[src/rtl/modred_arbiter_pkg.sv]
// modred_arbiter_pkg
//   Shared definitions for the modular multiply/reduce arbiter:
//   requester count, tag-pipe entry layout, and small helper functions.
//   DATA_SIZE defaults to the codebase-wide DATA_SIZE_ARB value (32).
package modred_arbiter_pkg;

  localparam int NUM_REQ  = 2;
  localparam int REQ_ID_W = 1;

  localparam int DATA_SIZE_DEF = 32;

  // Width of the tag field carried through the tracking pipe.
  localparam int TAG_W_ARB = 8;

  // One tracking-pipe slot: which requester owns the op in this stage and its tag.
  typedef struct packed {
    logic                 valid;
    logic [REQ_ID_W-1:0]  id;
    logic [TAG_W_ARB-1:0] tag;
  } tag_entry_t;

  // The in-flight count never exceeds LATENCY+2, so clog2(LATENCY+3) bits suffice.
  function automatic int inflight_cnt_w(input int latency);
    return $clog2(latency + 3);
  endfunction

  function automatic logic [31:0] sat_inc32(input logic [31:0] v);
    return (&v) ? v : v + 32'd1;
  endfunction

endpackage

[src/rtl/modred_arbiter_tag_pipe.sv]
// modred_tag_pipe
//   DEPTH-stage shift register of tag_entry_t with synchronous reset.
//   Ports:
//     clk, reset  : clock, synchronous active-high reset (clears every stage)
//     entry_in    : entry captured into stage 0 each cycle
//     entry_out   : last stage (DEPTH-1)
module modred_tag_pipe
  import modred_arbiter_pkg::*;
#(
  parameter int DEPTH = 7
) (
  input  logic       clk,
  input  logic       reset,
  input  tag_entry_t entry_in,
  output tag_entry_t entry_out
);

  tag_entry_t stage_q [DEPTH];
  tag_entry_t stage_d [DEPTH];

  for (genvar gi = 0; gi < DEPTH; gi++) begin : g_stage
    if (gi == 0) begin : g_head
      assign stage_d[gi] = entry_in;
    end else begin : g_body
      assign stage_d[gi] = stage_q[gi-1];
    end
  end

  always_ff @(posedge clk) begin
    if (reset) begin
      stage_q <= '{default: '0};
    end else begin
      stage_q <= stage_d;
    end
  end

  assign entry_out = stage_q[DEPTH-1];

endmodule

[src/rtl/modred_arbiter.sv]
// modred_arbiter
//   Shares one fixed-latency modular multiply/reduce pipeline between two
//   requesters. Round-robin grant, one issue per cycle, requester id/tag
//   tracked alongside the pipeline and the result routed back to its owner.
//   Owns the modulus register; a new modulus is only accepted with the pipe empty.
//   Ports:
//     cfg_valid/cfg_q/cfg_ready         : modulus load handshake
//     req_valid/req_a/req_b/req_tag     : packed per-requester operations
//     req_ready                         : per-requester grant (one-hot or zero)
//     mm_valid/mm_a/mm_b/mm_q/mm_result : shared pipeline interface
//     rsp_valid/rsp_data/rsp_tag        : results, no backpressure
//     busy                              : any operation in flight
//   Optional (macro MODRED_ARB_PERF_EN): perf_issue0, perf_issue1, perf_conflict
//     saturating 32-bit counters, cleared on reset and on modulus load.
module modred_arbiter
  import modred_arbiter_pkg::*;
#(
  parameter int DATA_SIZE = DATA_SIZE_DEF,
  parameter int LATENCY   = 6,   // must be >= 1
  parameter int TAG_W     = TAG_W_ARB
) (
  input  logic                   clk,
  input  logic                   reset,
  input  logic                   cfg_valid,
  input  logic [DATA_SIZE-1:0]   cfg_q,
  output logic                   cfg_ready,
  input  logic [1:0]             req_valid,
  input  logic [2*DATA_SIZE-1:0] req_a,
  input  logic [2*DATA_SIZE-1:0] req_b,
  input  logic [2*TAG_W-1:0]     req_tag,
  output logic [1:0]             req_ready,
  output logic                   mm_valid,
  output logic [DATA_SIZE-1:0]   mm_a,
  output logic [DATA_SIZE-1:0]   mm_b,
  output logic [DATA_SIZE-1:0]   mm_q,
  input  logic [DATA_SIZE-1:0]   mm_result,
  output logic [1:0]             rsp_valid,
  output logic [DATA_SIZE-1:0]   rsp_data,
  output logic [TAG_W-1:0]       rsp_tag,
  output logic                   busy
`ifdef MODRED_ARB_PERF_EN
  ,
  output logic [31:0]            perf_issue0,
  output logic [31:0]            perf_issue1,
  output logic [31:0]            perf_conflict
`endif
);

  localparam int CNT_W = inflight_cnt_w(LATENCY);

  // Unpacked views of the packed request buses.
  logic [DATA_SIZE-1:0] a_arr   [NUM_REQ];
  logic [DATA_SIZE-1:0] b_arr   [NUM_REQ];
  logic [TAG_W-1:0]     tag_arr [NUM_REQ];

  for (genvar gi = 0; gi < NUM_REQ; gi++) begin : g_unpack
    assign a_arr[gi]   = req_a[gi*DATA_SIZE +: DATA_SIZE];
    assign b_arr[gi]   = req_b[gi*DATA_SIZE +: DATA_SIZE];
    assign tag_arr[gi] = req_tag[gi*TAG_W +: TAG_W];
  end

  logic                 rr_q, rr_d;
  logic                 q_loaded_q, q_loaded_d;
  logic [CNT_W-1:0]     cnt_q, cnt_d;
  logic [DATA_SIZE-1:0] mod_q, mod_d;
  logic                 mm_valid_q, mm_valid_d;
  logic [DATA_SIZE-1:0] mm_a_q, mm_a_d;
  logic [DATA_SIZE-1:0] mm_b_q, mm_b_d;
  logic [1:0]           rsp_valid_q, rsp_valid_d;
  logic [DATA_SIZE-1:0] rsp_data_q, rsp_data_d;
  logic [TAG_W-1:0]     rsp_tag_q, rsp_tag_d;

  logic [1:0]          grant;
  logic                both_valid;
  logic                xfer;
  logic [REQ_ID_W-1:0] xfer_id;
  logic                cfg_accept;
  logic                resp_fire;
  tag_entry_t          pipe_in;
  tag_entry_t          pipe_out;

  // Grant. Any pending cfg_valid blocks issue: either the modulus is loaded
  // this cycle, or the pipe is draining so the load cannot be starved.
  always_comb begin
    both_valid = &req_valid;
    grant      = '0;
    if (q_loaded_q && !cfg_valid) begin
      if (both_valid) begin
        grant[rr_q] = 1'b1;
      end else begin
        grant = req_valid;
      end
    end
    xfer       = |grant;
    xfer_id    = grant[1];
    cfg_accept = cfg_valid && (cnt_q == '0) && !xfer;
  end

  // Entry enters stage 0 on transfer; with LATENCY+1 stages the tail lines up
  // with mm_result, which appears LATENCY cycles after the registered mm_valid.
  always_comb begin
    pipe_in       = '0;
    pipe_in.valid = xfer;
    pipe_in.id    = xfer_id;
    pipe_in.tag   = TAG_W_ARB'(tag_arr[xfer_id]);
  end

  modred_tag_pipe #(
    .DEPTH (LATENCY + 1)
  ) u_tag_pipe (
    .clk       (clk),
    .reset     (reset),
    .entry_in  (pipe_in),
    .entry_out (pipe_out)
  );

  assign resp_fire = pipe_out.valid;

  always_comb begin
    rr_d        = rr_q;
    q_loaded_d  = q_loaded_q | cfg_accept;
    mod_d       = mod_q;
    cnt_d       = cnt_q;
    mm_valid_d  = xfer;
    mm_a_d      = mm_a_q;
    mm_b_d      = mm_b_q;
    rsp_valid_d = '0;
    rsp_data_d  = rsp_data_q;
    rsp_tag_d   = rsp_tag_q;

    // Pointer only rotates when it actually arbitrated between two requests.
    if (xfer && both_valid) begin
      rr_d = ~rr_q;
    end
    if (cfg_accept) begin
      mod_d = cfg_q;
    end
    if (xfer) begin
      mm_a_d = a_arr[xfer_id];
      mm_b_d = b_arr[xfer_id];
    end

    unique case ({xfer, resp_fire})
      2'b10:   cnt_d = cnt_q + CNT_W'(1);
      2'b01:   cnt_d = cnt_q - CNT_W'(1);
      default: cnt_d = cnt_q;
    endcase

    if (resp_fire) begin
      rsp_valid_d[pipe_out.id] = 1'b1;
      rsp_data_d               = mm_result;
      rsp_tag_d                = TAG_W'(pipe_out.tag);
    end
  end

  always_ff @(posedge clk) begin
    if (reset) begin
      rr_q        <= 1'b0;
      q_loaded_q  <= 1'b0;
      cnt_q       <= '0;
      mod_q       <= '0;
      mm_valid_q  <= 1'b0;
      mm_a_q      <= '0;
      mm_b_q      <= '0;
      rsp_valid_q <= '0;
      rsp_data_q  <= '0;
      rsp_tag_q   <= '0;
    end else begin
      rr_q        <= rr_d;
      q_loaded_q  <= q_loaded_d;
      cnt_q       <= cnt_d;
      mod_q       <= mod_d;
      mm_valid_q  <= mm_valid_d;
      mm_a_q      <= mm_a_d;
      mm_b_q      <= mm_b_d;
      rsp_valid_q <= rsp_valid_d;
      rsp_data_q  <= rsp_data_d;
      rsp_tag_q   <= rsp_tag_d;
    end
  end

  assign req_ready = grant;
  assign cfg_ready = cfg_accept;
  assign mm_valid  = mm_valid_q;
  assign mm_a      = mm_a_q;
  assign mm_b      = mm_b_q;
  assign mm_q      = mod_q;
  assign rsp_valid = rsp_valid_q;
  assign rsp_data  = rsp_data_q;
  assign rsp_tag   = rsp_tag_q;
  assign busy      = (cnt_q != '0);

`ifdef MODRED_ARB_PERF_EN
  logic [31:0] perf_issue0_q, perf_issue0_d;
  logic [31:0] perf_issue1_q, perf_issue1_d;
  logic [31:0] perf_conflict_q, perf_conflict_d;

  always_comb begin
    perf_issue0_d   = perf_issue0_q;
    perf_issue1_d   = perf_issue1_q;
    perf_conflict_d = perf_conflict_q;
    if (cfg_accept) begin
      perf_issue0_d   = '0;
      perf_issue1_d   = '0;
      perf_conflict_d = '0;
    end else begin
      if (xfer && (xfer_id == 1'b0)) perf_issue0_d = sat_inc32(perf_issue0_q);
      if (xfer && (xfer_id == 1'b1)) perf_issue1_d = sat_inc32(perf_issue1_q);
      // Both asked, exactly one got the slot.
      if (xfer && both_valid) perf_conflict_d = sat_inc32(perf_conflict_q);
    end
  end

  always_ff @(posedge clk) begin
    if (reset) begin
      perf_issue0_q   <= '0;
      perf_issue1_q   <= '0;
      perf_conflict_q <= '0;
    end else begin
      perf_issue0_q   <= perf_issue0_d;
      perf_issue1_q   <= perf_issue1_d;
      perf_conflict_q <= perf_conflict_d;
    end
  end

  assign perf_issue0   = perf_issue0_q;
  assign perf_issue1   = perf_issue1_q;
  assign perf_conflict = perf_conflict_q;
`endif

endmodule

[config.mk]
export PLATFORM = sky130hd
export DESIGN_NAME = modred_arbiter
export DESIGN_NICKNAME = d
export VERILOG_FILES = /design/src/rtl/modred_arbiter_pkg.sv /design/src/rtl/modred_arbiter_tag_pipe.sv /design/src/rtl/modred_arbiter.sv
export SDC_FILE = /design/constraint.sdc
export NUM_CORES = 1
export LEC_CHECK = 0
export BUFFER_PORTS_ARGS = -buffer_cell sky130_fd_sc_hd__buf_2
export CAP_MARGIN = 20
export CELL_PAD_IN_SITES_DETAIL_PLACEMENT = 2
export CELL_PAD_IN_SITES_GLOBAL_PLACEMENT = 2
export CORE_UTILIZATION = 23
export CTS_CLUSTER_DIAMETER = 50
export DETAILED_ROUTE_END_ITERATION = 16
export PLACE_DENSITY_LB_ADDON = 0.25
export SLEW_MARGIN = 20
export SYNTH_ARGS = -nofsm -noshare
export SYNTH_HDL_FRONTEND = slang
export SYNTH_SLANG_ARGS = --single-unit
[constraint.sdc]
create_clock -name clk -period 2.31 [get_ports clk]
set_input_delay 0 -clock clk [delete_from_list [all_inputs] [get_ports clk]]
set_output_delay 0 -clock clk [all_outputs]
set_load 0.03 [all_outputs]
==> metrics.sh, run 1 <==
LEADING_REGISTER_CELL_TYPE_OUT_OF_SYNTHESIS='dfxtp_1'
LAYOUT_WORST_PATH_CYCLE_SHARE_PCT=91.7
UTILIZATION_PCT=40.8
SETUP.REG_TO_REG.WORST_SLACK_NS=0.19
OVERFLOW=0
TOTAL_POWER_mW=10.2
WORST_PIN_SLEW_NS=0.763
FAMILY_WITH_THE_MOST_DELAY_ON_THE_WORST_PATH='buffers and inverters'
DRT.ANTENNA.VIOLATING_NETS=0
HOLD_FAILS_FINAL_RPT=0
CRITICAL_PATH.MAX_STAGE_DELAY_NS=0.64
AVGROUTEDWIREPERCELL_UM=18.2
GRT_MAX_DEGREE=150
FINAL_PERIOD_MINUS_WORST_SETUP_SLACK_NS=2.12
SYNTH_TOP_AREA_CELL='dfxtp_1'
WORSTSKEWPAIRLATENCY_NS=0.51
CTS_BUFFERS=34
YOSYSWARNINGCOUNT=0
SYNTH.TOP_CELL.AREA_SHARE_PCT=56.8
VIAS_IN_THE_FIRST_GLOBAL_ROUTE=8413
DRT-VIAS-PER-INSTANCE=4.28
CRIT_BUF_INV=3
SYNTH.DISTINCT_CELLS=33
DRC_ERRORS=0
FLOORPLAN.DIE_AREA_MM2=0.0335
CRITICAL_PATH.ENDPOINT_TYPE='register'
CTS_BUFFER_DEPTH=3
PATH_CLK_SLEW_NS=0.06
ENDPOINT_OF_THE_LOWEST_SLACK_REGISTER_TO_REGISTER_PATH='u_tag_pipe.stage_d[55]$_SDFF_PP0_'
MAX_CLOCK_FREQ_GHz=0.472
SYNTH_ASYNC_SR_FLOP_SHARE_PCT=0
FIN_SETUP_TNS_NS=0
GRT_FIRST_PASS_WIRELENGTH_UM=46500
SETUP.WORST_PATH.END='u_tag_pipe.stage_d[55]$_SDFF_PP0_'
MAPPEDNETLISTNETS=915
TRITONCTS='done'
SYNTH-EDFF-COUNT=0
CTS_ROOT_BUF='clkbuf_16'
REGTOREGSTARTPOINT='rr_q$_SDFFE_PP0P_'
CRITPATHARRIVALTIME_NS=2.50
LIBRARY_CELL_WITH_THE_HIGHEST_INSTANCE_COUNT_AFTER_SYNTHESIS='dfxtp_1'
DIEHEIGHT_UM=183
CTS-RESIZED-GATES=0
SYN_AREA_MM2=0.00755
CP-STARTPOINT='rr_q$_SDFFE_PP0P_'
WORST_R2R_PATH_DEPTH=7
HPWLAFTERDP_UM=17600
STARTPOINT_TYPE='register'
P_R_AREA_GROWTH_VS_SYN_PCT=72.7
CRITICAL_PATH.SLOWEST_CELL='dlygate4sd3_1'
SYNTH.AREA.TOP_CELLS='dfxtp_1, mux2i_1, o2bb2ai_1'
HOLDCRITPATHCLASS='in2reg'
LAYOUT-DRIVE-GT1-SHARE_PCT=33.9
ROUTE.FINAL.WIRE_LENGTH_UM=31500
YS_TOP_CELLS_BY_COUNT='dfxtp_1, mux2i_1, nand2_1'
LAYOUT.NETS=1479
SYNTH_SEQ_AREA_SHARE_PCT=56.8
WORST-PATH-STAGES=7
MAXSLEWVIOLCOUNT=0
SYNTHESIS.INSTANCES=699
CRITPATHKIND='reg2reg'
SETUP_VIOLATIONS=0
POWER.DENSITY_mW_PER_MM2=784
DRV_CAP=0
SYN_AREA_PER_CELL_UM2=10.8
POWER_LEAKAGE_nW=6.22
TIMING.CRITICAL_PATH.CELLS='nand2b_1 > nand3_4 > buf_12 > clkinv_1 > nand2_1 > a21oi_1 > dlygate4sd3_1'
CTSHTREEMAXLEVEL=2
DRT_PRE_ANTENNA_ITERS=4
CRIT_PATH_MAX_FANOUT=9
CLOCK-SINKS=214
ROWS=65
FLOORPLAN.DIE.WIDTH_UM=183
PLACE_CONGESTION=0.721
RUN_STATUS='finished, final reports clean'
PLACEMENT.IO_BUFFERS=355
PEAKVDDDROP_mV=0.385
DR_TOTAL_VIAS=7389
GRT_USAGE_PCT=17.9
FINAL.SETUP_SKEW_NS=0.0211
CP.REQUIRED_NS=2.69
CORE_AREA_MM2=0.0320
PIN_COUNT=356
FINAL.FILL_COUNT=3374
RELSLEWSLACK_PCT=49.2
DRT_FIRST_ITER_VIOLATIONS=158
GRT_SETUP_UNREPAIRED='false'
INITIAL_CORE_UTIL_PCT=23.6
ANTENNA_VIOLATIONS_BEFORE_REPAIR=6
REGISTER_BIT_COUNT_REPORTED_BY_YOSYS=214
[flip-flops by register name (all words and copies together), names as in the netlist]
name                  flops
mm_q                     32
rr_q                      1
u_tag_pipe.stage_d       59
q_loaded_q                1
rsp_data                 32
rsp_tag                   8
mm_b                     32
cnt_q                     4
u_tag_pipe.entry_out     10
mm_valid                  1
mm_a                     32
rsp_valid                 2
[cell families after synthesis]
| logic type | Yosys count | share of synthesized area [%] |
|---|---|---|
| flip-flops | 214 | 56.8 |
| XOR/XNOR | 4 | 0.464 |
| buffers and inverters | 56 | 4.49 |
| AO/OA/AOI/OAI | 112 | 10.7 |
| adder cells (fa/ha/maj) | 3 | 0.497 |
| AND/OR/NAND/NOR | 204 | 13.0 |
| multiplexers | 106 | 14.1 |
[power breakdown]
part / total (mW) / internal, mW / switching [mW]
combinational: 1.15 / 0.563 / 0.588
clock: 5.21 / 3.26 / 1.95
sequential: 3.86 / 3.81 / 0.0573
total: 10.2 / 7.63 / 2.59
[cells in the final DEF, fill, tap and decap left out, types with 9 or more instances in the layout]
| master | n |
|---|---|
| a21oi_1 | 43 |
| buf_2 | 354 |
| buf_4 | 9 |
| clkbuf_16 | 34 |
| dfxtp_1 | 213 |
| dlygate4sd3_1 | 211 |
| mux2i_1 | 105 |
| nand2_1 | 82 |
| nor2_1 | 47 |
| nor2b_1 | 62 |
| o2bb2ai_1 | 64 |
[layer usage]
| layer | share of wire [%] | GRT usage (%) |
|---|---|---|
| met4 | 3.6 | 7.23 |
| met5 | 0.032 | 0 |
| met1 | 36 | 17.9 |
| met3 | 7.9 | 6.31 |
| met2 | 53 | 33.5 |
[tightest hold or removal path: stages]
cell and delay, ns:
buf_2 0.12, nor2b_4 0.06, nand3_4 0.13, buf_4 0.13, nor2_1 0.05
[worst min-delay path by stage]
stage	endpoint	slack (ns)	cells past startpoint	start
3_5_place_dp	cnt_q[1]$_SDFFE_PP0P_	0.24	2	reset
2_1_floorplan	u_tag_pipe.stage_d[50]$_SDFF_PP0_	0.14	2	req_tag[8]
4_1_cts	u_tag_pipe.stage_d[58]$_SDFF_PP0_	0.06	4	cfg_valid
6_report	u_tag_pipe.stage_d[58]$_SDFF_PP0_	0.03	5	cfg_valid
5_1_grt	u_tag_pipe.stage_d[58]$_SDFF_PP0_	0.04	5	cfg_valid
3_3_place_gp	cnt_q[1]$_SDFFE_PP0P_	0.23	2	reset
[repair_timing]
item | in CTS | in global routing
setup endpoints to repair | 0 | 4
endpoints found under the hold margin | 139 | 0
buffers inserted | 0 | 5
hold buffers | 211 | 0
[per-stage QoR]
| step | cell area [um2] | std cells | worst slack [ns] | hold WS [ns] |
|---|---|---|---|---|
| CTS | 13000 | 1717 | 0.122 | 0.0641 |
| detailed placement | 9700 | 1446 | 0.265 | 0.236 |
| global route | 13000 | 1725 | 0.0424 | 0.0443 |
| floorplan | 7550 | 699 | 0.407 | 0.136 |
| global placement | 9700 | 1446 | 0.312 | 0.231 |
| finish | 13000 | 1726 | 0.192 | 0.0302 |
[layout make-up]
class	count	area [um2]	area share, %
flip-flops and latches	214	4290	32.9
repair buffers	580	4070	31.2
multi-input cells	429	2950	22.6
clock buffers	39	890	6.82
well taps	435	544	4.18
clock inverters	21	275	2.11
inverters	4	15.0	0.115
diodes	4	10.0	0.0768
(Power assumes the default switching activity.)
==> run 2, diff against run 1 <==
--- a/config.mk
+++ b/config.mk
@@ -12,6 +12,7 @@
 export CORE_UTILIZATION = 23
 export CTS_CLUSTER_DIAMETER = 50
 export DETAILED_ROUTE_END_ITERATION = 16
+export HOLD_SLACK_MARGIN = 0.08
 export PLACE_DENSITY_LB_ADDON = 0.25
 export SLEW_MARGIN = 20
 export SYNTH_ARGS = -nofsm -noshare
==> metrics.sh, run 2 (synthesis results as in run 1) <==
RUN_STATUS='finished, final reports clean'
SETUP_VIOLATIONS=0
AVGROUTEDWIREPERCELL_UM=17.9
LAYOUT_SETUP_WS_NS=0.231
FLOORPLAN.DIE.WIDTH_UM=183
TRITONCTS='done'
INITIAL_CORE_UTIL_PCT=23.6
PIN_COUNT=356
ENDPOINT_OF_THE_LOWEST_SLACK_REGISTER_TO_REGISTER_PATH='cnt_q[3]$_SDFFE_PP0P_'
UTILIZATION_PCT=40.7
DRT-VIAS-PER-INSTANCE=4.29
PRECTSSETUPSLACK_NS=0.265
CTSHTREEMAXLEVEL=2
PEAKVDDDROP_mV=0.413
FINAL_PERIOD_MINUS_WORST_SETUP_SLACK_NS=2.08
CTS_ROOT_BUF='clkbuf_16'
DRC_ERRORS=0
GRT_SETUP_UNREPAIRED='false'
POWER.DENSITY_mW_PER_MM2=783
FINAL_CELL_MIX='buf_2, dfxtp_1, dlygate4sd3_1, mux2i_1, nand2_1'
CTS-RESIZED-GATES=0
WORST_PIN_SLEW_NS=0.775
REGTOREGSTARTPOINT='q_loaded_q$_SDFF_PP0_'
CORE_AREA_MM2=0.0320
CRITICAL_PATH.SLOWEST_CELL='inv_2'
PLACE_CONGESTION=0.721
DRT_PRE_ANTENNA_ITERS=4
CRITPATHKIND='reg2out'
TIMING.HOLD.WORST_PATH_DEPTH=5
CTS_BUFFERS=34
LAYOUT-DRIVE-GT1-SHARE_PCT=33.8
PATH_CLK_SLEW_NS=0.05
CRITICAL_PATH.ENDPOINT_TYPE='output pin'
HP-START='req_valid[0]'
GRT_MAX_DEGREE=150
WORST_R2R_PATH_DEPTH=7
HOLD_END='u_tag_pipe.stage_d[58]$_SDFF_PP0_'
HOLD_FAILS_FINAL_RPT=0
CP.REQUIRED_NS=2.31
OVERFLOW=0
CRIT_PATH_MAX_FANOUT=34
HOLDCRITPATHCLASS='in2reg'
FINAL.SETUP_SKEW_NS=0.0191
LARGEST_REG_FLOPS=59
VIAS_IN_THE_FIRST_GLOBAL_ROUTE=8509
GRT_USAGE_PCT=17.9
GRT_FIRST_PASS_WIRELENGTH_UM=46500
FINAL-SEQ-AREA_MM2=0.00429
CRITICAL_PATH.MAX_STAGE_DELAY_NS=0.46
POWER_LEAKAGE_nW=6.21
TIMING.CRITICAL_PATH.CELLS='nor4_4 > nand2_2 > inv_2 > buf_2'
MAXSLEWVIOLCOUNT=0
SETUP.REG_TO_REG.WORST_SLACK_NS=0.24
DRT_FIRST_ITER_VIOLATIONS=134
LAYOUT.NETS=1479
CTS_BUFFER_DEPTH=3
CRITPATHARRIVALTIME_NS=2.08
FIN_SETUP_TNS_NS=0
DRV_CAP=0
DRT.ANTENNA.VIOLATING_NETS=0
LAYOUT_WORST_PATH_CYCLE_SHARE_PCT=90.0
DR_TOTAL_VIAS=7396
ROUTE.FINAL.WIRE_LENGTH_UM=30900
PLACEMENT.IO_BUFFERS=355
CLOCK-SINKS=214
CRIT_BUF_INV=2
FLOORPLAN.DIE_AREA_MM2=0.0335
STARTPOINT_TYPE='register'
ANTENNA_VIOLATIONS_BEFORE_REPAIR=4
WORSTSKEWPAIRLATENCY_NS=0.51
HPWLAFTERDP_UM=17600
RELSLEWSLACK_PCT=48.3
ROWS=65
MULTI_INPUT_COMB_AREA_MM2=0.00295
FAMILY_WITH_THE_MOST_DELAY_ON_THE_WORST_PATH='buffers and inverters'
DIEHEIGHT_UM=183
MAX_CLOCK_FREQ_GHz=0.481
LAYOUT.CELLS.MOST_COMMON='buf_2'
P_R_AREA_GROWTH_VS_SYN_PCT=72.5
FINAL.FILL_COUNT=3370
==> run 2: cell type report <==
| type | instances | area share, % |
|---|---|---|
| inverters | 4 | 0.115 |
| flip-flops and latches | 214 | 32.9 |
| multi-input cells | 429 | 22.6 |
| diodes | 2 | 0.0384 |
| clock buffers | 39 | 6.83 |
| clock inverters | 21 | 2.11 |
| well taps | 435 | 4.18 |
| repair buffers | 580 | 31.2 |
==> run 2: what timing repair did <==
item                                    CTS  global route
endpoints found under the setup margin    0             3
endpoints found under the hold margin   139             0
buffers inserted                          0             4
hold buffers                            212             0
==> run 2: metal layers <==
| metal | vias to the layer above | wire [um] | part of all wire (%) | global-route usage [%] |
|---|---|---|---|---|
| li1 | 3519 | - | - | - |
| met1 | 3532 | 11100 | 36 | 17.6 |
| met2 | 285 | 16700 | 54 | 34.6 |
| met3 | 56 | 2400 | 7.8 | 6.10 |
| met4 | 4 | 735 | 2.4 | 6.13 |
| met5 | - | 23 | 0.074 | 0 |
==> run 2: metrics by stage <==
stage	std cells	power [mW]	hold slack, ns	instance area [um2]
2_1_floorplan	699	4.38	0.136	7550
3_3_place_gp	1446	4.74	0.231	9700
3_5_place_dp	1446	4.75	0.236	9700
4_1_cts	1718	10.3	0.120	13000
5_1_grt	1724	10.6	0.147	13000
6_report	1724	10.2	0.115	13000
==> run 2: worst max-delay path by stage <==
stage / start / end / cells after the start
6_report: cnt_q[3]$_SDFFE_PP0P_ / cfg_ready / 4
5_1_grt: q_loaded_q$_SDFF_PP0_ / cnt_q[3]$_SDFFE_PP0P_ / 7
4_1_cts: cnt_q[3]$_SDFFE_PP0P_ / cfg_ready / 4
3_5_place_dp: q_loaded_q$_SDFF_PP0_ / cnt_q[2]$_SDFFE_PP0P_ / 9
3_3_place_gp: q_loaded_q$_SDFF_PP0_ / cnt_q[3]$_SDFFE_PP0P_ / 7
2_1_floorplan: q_loaded_q$_SDFF_PP0_ / cnt_q[3]$_SDFFE_PP0P_ / 8
==> run 2: power by group <==
group / internal [mW] / total, mW / switching, mW
Sequential: 3.81 / 3.86 / 0.0559
Combinational: 0.563 / 1.15 / 0.584
Clock: 3.26 / 5.19 / 1.92
Total: 7.63 / 10.2 / 2.56
==> run 2: worst reg2reg max path, cell delays in order (launching register included) <==
cell	delay, ns
dfxtp_1	0.33
nor2b_4	0.21
o21ai_2	0.10
ha_1	0.42
nor4b_1	0.36
o21ai_1	0.10
o31ai_1	0.08
mux2_2	0.36
